$ cat src/rtl/enemy_render.sv
// enemy_render: per-frame erase/draw of up to NPLANE 4x4 enemy sprites,
// streamed one pixel per cycle to the VGA adapter.
// NEW bank holds the positions to draw; OLD bank holds what is on screen.
module enemy_render #(
  parameter int SPR    = 4,
  parameter int NPLANE = 10,
  parameter int XMAX   = 159,
  parameter int YMAX   = 119
) (
  input  logic                  clk,
  input  logic                  reset_n,
  input  logic                  load_coord,
  input  logic                  datapath_en,
  input  logic [1:0]            op,
  input  logic [8*NPLANE-1:0]   x_all,
  input  logic [8*NPLANE-1:0]   y_all,
  input  logic [3*NPLANE-1:0]   vis_all,
  output logic [7:0]            x_out,
  output logic [6:0]            y_out,
  output logic [2:0]            colour,
  output logic                  plot,
  output logic                  busy,
  output logic                  done
);

  // Last pixel index within a slot and last slot index.
  localparam logic [3:0] PIX_LAST  = 4'(SPR * SPR - 1);
  localparam logic [3:0] SLOT_LAST = 4'(NPLANE - 1);
  // Clip limits widened to the 9-bit sum width so carries are never lost.
  localparam logic [8:0] XLIM = 9'(XMAX);
  localparam logic [8:0] YLIM = 9'(YMAX);

  typedef enum logic [1:0] {
    S_IDLE   = 2'd0,
    S_ERASE  = 2'd1,
    S_DRAW   = 2'd2,
    S_FINISH = 2'd3
  } state_t;

  state_t state;
  state_t next_state;

  logic [1:0] op_lat;
  logic [3:0] slot;
  logic [3:0] pix;

  logic [7:0] new_x   [NPLANE];
  logic [7:0] new_y   [NPLANE];
  logic [2:0] new_vis [NPLANE];
  logic [7:0] old_x   [NPLANE];
  logic [7:0] old_y   [NPLANE];
  logic [2:0] old_vis [NPLANE];

  logic       active;
  logic       slot_end;
  logic       phase_end;
  logic [7:0] src_x;
  logic [7:0] src_y;
  logic [2:0] src_vis;
  logic [8:0] sum_x;
  logic [8:0] sum_y;
  logic       pix_on;

  assign active    = (state == S_ERASE) || (state == S_DRAW);
  assign slot_end  = (pix == PIX_LAST);
  assign phase_end = slot_end && (slot == SLOT_LAST);

  // State register; reset abandons any frame in progress.
  always_ff @(posedge clk or negedge reset_n) begin
    if (!reset_n) begin
      state <= S_IDLE;
    end else begin
      state <= next_state;
    end
  end

  // Next-state logic: erase pass (OLD bank) precedes draw pass (NEW bank).
  always_comb begin
    next_state = state;
    case (state)
      S_IDLE: begin
        if (datapath_en) begin
          if (op[0]) begin
            next_state = S_ERASE;
          end else if (op[1]) begin
            next_state = S_DRAW;
          end else begin
            next_state = S_FINISH;
          end
        end else begin
          next_state = S_IDLE;
        end
      end
      S_ERASE: begin
        if (phase_end) begin
          next_state = op_lat[1] ? S_DRAW : S_FINISH;
        end else begin
          next_state = S_ERASE;
        end
      end
      S_DRAW: begin
        if (phase_end) begin
          next_state = S_FINISH;
        end else begin
          next_state = S_DRAW;
        end
      end
      S_FINISH: next_state = S_IDLE;
      default:  next_state = S_IDLE;
    endcase
  end

  // Capture the frame type when a frame is accepted.
  always_ff @(posedge clk or negedge reset_n) begin
    if (!reset_n) begin
      op_lat <= 2'b00;
    end else if ((state == S_IDLE) && datapath_en) begin
      op_lat <= op;
    end else begin
      op_lat <= op_lat;
    end
  end

  // Slot/pixel walk: fixed 16 cycles per slot, restarting at each pass.
  always_ff @(posedge clk or negedge reset_n) begin
    if (!reset_n) begin
      pix  <= 4'd0;
      slot <= 4'd0;
    end else if (active) begin
      pix <= slot_end ? 4'd0 : pix + 4'd1;
      if (phase_end) begin
        slot <= 4'd0;
      end else if (slot_end) begin
        slot <= slot + 4'd1;
      end else begin
        slot <= slot;
      end
    end else begin
      pix  <= 4'd0;
      slot <= 4'd0;
    end
  end

  // Coordinate banks: NEW loads only while idle, OLD follows at frame end.
  always_ff @(posedge clk or negedge reset_n) begin
    if (!reset_n) begin
      for (int i = 0; i < NPLANE; i++) begin
        new_x[i]   <= 8'd0;
        new_y[i]   <= 8'd0;
        new_vis[i] <= 3'd0;
        old_x[i]   <= 8'd0;
        old_y[i]   <= 8'd0;
        old_vis[i] <= 3'd0;
      end
    end else begin
      if ((state == S_IDLE) && load_coord) begin
        for (int i = 0; i < NPLANE; i++) begin
          new_x[i]   <= x_all[8*i +: 8];
          new_y[i]   <= y_all[8*i +: 8];
          new_vis[i] <= vis_all[3*i +: 3];
        end
      end
      if (state == S_FINISH) begin
        if (op_lat[1]) begin
          // Whatever was just drawn is now what is on screen.
          for (int i = 0; i < NPLANE; i++) begin
            old_x[i]   <= new_x[i];
            old_y[i]   <= new_y[i];
            old_vis[i] <= new_vis[i];
          end
        end else if (op_lat[0]) begin
          // Erase-only frame leaves nothing on screen.
          for (int i = 0; i < NPLANE; i++) begin
            old_vis[i] <= 3'd0;
          end
        end
      end
    end
  end

  // Select the bank entry for the current slot and form the clipped pixel.
  always_comb begin
    src_x   = 8'd0;
    src_y   = 8'd0;
    src_vis = 3'd0;
    if (state == S_ERASE) begin
      src_x   = old_x[slot];
      src_y   = old_y[slot];
      src_vis = old_vis[slot];
    end else begin
      src_x   = new_x[slot];
      src_y   = new_y[slot];
      src_vis = new_vis[slot];
    end
    sum_x  = {1'b0, src_x} + {7'd0, pix[1:0]};
    sum_y  = {1'b0, src_y} + {7'd0, pix[3:2]};
    pix_on = active && (src_vis != 3'd0) && (sum_x <= XLIM) && (sum_y <= YLIM);
  end

  // Registered pixel stream and frame status.
  always_ff @(posedge clk or negedge reset_n) begin
    if (!reset_n) begin
      x_out  <= 8'd0;
      y_out  <= 7'd0;
      colour <= 3'd0;
      plot   <= 1'b0;
      busy   <= 1'b0;
      done   <= 1'b0;
    end else begin
      x_out  <= active ? sum_x[7:0] : 8'd0;
      y_out  <= active ? sum_y[6:0] : 7'd0;
      colour <= (state == S_DRAW) ? src_vis : 3'd0;
      plot   <= pix_on;
      busy   <= (state != S_IDLE);
      done   <= (state == S_FINISH);
    end
  end

endmodule

$ cat config.mk
export PLATFORM = sky130hd
export DESIGN_NAME = enemy_render
export DESIGN_NICKNAME = d
export VERILOG_FILES = /design/src/rtl/enemy_render.sv
export SDC_FILE = /design/constraint.sdc
export NUM_CORES = 1
export LEC_CHECK = 0
export CAP_MARGIN = 20
export CORE_UTILIZATION = 45
export CTS_BUF_LIST = sky130_fd_sc_hd__clkbuf_16
export CTS_CLUSTER_DIAMETER = 60
export CTS_CLUSTER_SIZE = 8
export DETAILED_ROUTE_END_ITERATION = 6
export PLACE_DENSITY = 0.7
export SYNTH_ARGS = -nofsm -noshare
export SYNTH_HDL_FRONTEND = slang
export SYNTH_SLANG_ARGS = --single-unit
$ cat constraint.sdc
create_clock -name clk -period 9 [get_ports clk]
set_clock_uncertainty 0.05 [all_clocks]
set_input_delay 1.8 -clock clk [delete_from_list [all_inputs] [get_ports clk]]
set_output_delay 1.8 -clock clk [all_outputs]
set_load 0.02 [all_outputs]
==> metrics.cfg <==
[clock_tree]
cts_buffers = 58
cts.repair.resized = 0
htree_num_levels = 2
clkSinkCount = 413
clockBufferDepth = 3
clk_pin_slew_ns = 0.05
cts_setup_buffers = 0
root_buffer = clkbuf_16
cts_hold_buffers = 0
cts_tree = built
clk_latency_ns = 0.58

[sta]
timing.final.hold_violations = 0
tns_ns = 0
max_slew_margin_pct = 23.2
setup_viol = 0
finalCritPeriodShare_pct = 47.5
worst_pin_slew_ns = 1.15
slew_violations = 0
grt_setup_unrepaired = false
fin_crit_ns = 4.28
hold_ws_ns = 0.445
fmax_ghz = 0.234
setup_ws_ns = 4.72

[placed_design]
port_buffers = 216
dp_hpwl_um = 30200
place_ws_ns = 4.61
gp_congestion = 0.789

[route]
drtIter0Drc = 580
wl_um = 44300
vias = 11400
detail-route-antenna-nets = 0
drtPass1Iterations = 5
drc = 0
vias_per_cell = 5.72
wire_per_inst_um = 22.2

[cells_and_area]
antenna_cells = 0
drive_gt1_share_pct = 34.7
postLayoutCoreUtil_pct = 55.8
areaGrowthSynthToFinish_pct = 21.3
nets = 1667

[logic_synthesis]
netlist.area_leader.share_pct = 54.5
synth-adder-area-share_pct = 1.00
synthCells = 1249
synth_xor_area_share_pct = 0.692
yosys.cell_count.top_type = dfrtp_1
synth_edf_count = 0
avgSynthCellArea_um2 = 15.2
synthArstFlopShare_pct = 100
yosys_warnings = 0
ys_ff_latch = 413
synth_top_area_cell = dfrtp_1
ys_types = 68
netlist_area_um2 = 19000
postSynthNetCount = 1459
synth_common_cells = 413 x dfrtp_1, 352 x mux2_2, 71 x mux2i_1
synth_flop_cell = dfrtp_1
muxShareOfSynthArea_pct = 32.5
synth_top_family_by_area = multiplexers
synth_compound_area_share_pct = 5.90
synth-simple-area-share_pct = 2.66
seq_area_frac_synth_pct = 54.5
ys_top_cells_by_area = dfrtp_1 54%, mux2_2 21%, mux4_2 5.8%

[floorplan]
core_area_um2 = 41200
num_io_pins = 217
die_width_um = 207
num_rows = 74
die-area_um2 = 43000
start_util_pct = 46.1
die_h_um = 207

[global_route]
grt_pass1_wl_um = 70200
grt_max_degree = 157
grtUsageTotal_pct = 20.9
overflow = 0
grt_pass1_vias = 12000
antenna_found_initial = 1

[power]
leakage_uw = 0.00961
p_per_area_nw_per_um2 = 340
peakVddDrop_v = 0.000158

[worst_setup_path]
cp-start-kind = register
cp_data_required_time_ns = 9.41
worstPathArrival_ns = 4.68
crit_fanout = 15
crit_path_end_kind = register
worstSetupPathType = register to register

[hold_path]
hp-class = register to register

[flow_run]
max_cap_viol_count = 0

[run_status]
status = complete, no violations

[stage by stage]
stage / cells / total power, uW / instance area, um^2
2_1_floorplan: 1249 / 5100 / 19000
3_3_place_gp: 1928 / 5850 / 21500
3_5_place_dp: 1929 / 5960 / 21500
4_1_cts: 1995 / 7910 / 23000
5_1_grt: 1995 / 8280 / 23000
6_report: 1995 / 7820 / 23000
[per-layer routing]
| metal | vias up | wire, um | global-route usage (%) |
|---|---|---|---|
| met3 | 76 | 1990 | 3.63 |
| met1 | 5988 | 20300 | 29.5 |
| met4 | 2 | 960 | 6.56 |
| met2 | 269 | 21000 | 33.0 |
| met5 | - | 12 | 0 |
| li1 | 5074 | - | - |
[flip-flops by register name, summed over array words and instances (netlist names), 3 cells and up]
| name | cells |
|---|---|
| new_x | 80 |
| new_y | 80 |
| old_x | 80 |
| old_y | 80 |
| new_vis | 30 |
| old_vis | 30 |
| x_out | 8 |
| y_out | 7 |
| pix | 4 |
| slot | 4 |
| colour | 3 |
[critical path, cell delays in order (launching register included)]
cell      delay, ns
dfrtp_1        0.70
clkinv_1       0.86
mux2i_1        0.55
o22ai_1        0.13
o21ai_0        0.35
inv_1          0.09
ha_1           0.28
a21oi_1        0.35
nand2b_1       0.10
nor4b_1        0.30
a211o_1        0.15
o211a_1        0.18
nor4_2         0.05
[cell usage in the layout (no fill, tap or decap), types with 7 or more instances in the layout]
| cell type | n |
|---|---|
| inv_1 | 13 |
| and2_1 | 17 |
| buf_4 | 14 |
| dfrtp_1 | 411 |
| mux4_1 | 15 |
| a21oi_1 | 7 |
| ha_1 | 11 |
| nand2_1 | 16 |
| o21ai_0 | 14 |
| mux2_2 | 352 |
| a22oi_1 | 14 |
| clkbuf_16 | 59 |
| mux2i_1 | 71 |
| a22o_1 | 46 |
| xnor2_1 | 9 |
| mux4_2 | 49 |
| nor2_1 | 27 |
| clkdlybuf4s50_1 | 215 |
[final timing paths]
check	start	to	slack, ns	depth (start not counted)
setup / recovery	slot[2]	plot	4.72	12
hold / removal	old_vis[27]	old_vis[27]	0.45	1
setup reg to reg	slot[2]	plot	4.72	12
hold reg to reg	old_vis[27]	old_vis[27]	0.45	1
max in group asynchronous	reset_n	new_y[39]	5.84	3
min in group asynchronous	reset_n	new_vis[25]	1.16	1
[power by group]
part,total [uW],internal (uW),switching (uW)
registers,3390,2740,651
logic,2550,1490,1060
clock network,1880,1140,745
[area by class of cell]
type / instances / area, um^2
tap: 532 / 666
inverter: 11 / 41.3
clock inverter: 7 / 37.5
timing repair buffer: 232 / 2310
multi-input combinational: 741 / 8140
sequential: 413 / 10300
fill: 3293 / 18200
clock buffer: 59 / 1480
[cell families (layout without fill, tap and decap cells)]
logic type	count (synthesis)	in the layout
compound gates	131	131
xor+xnor	15	15
fa+ha+maj	14	14
buf+inv	95	309
flops	413	413
mux	487	487
simple gates	94	94
No activity file was read; power rests on OpenSTA's default activity.
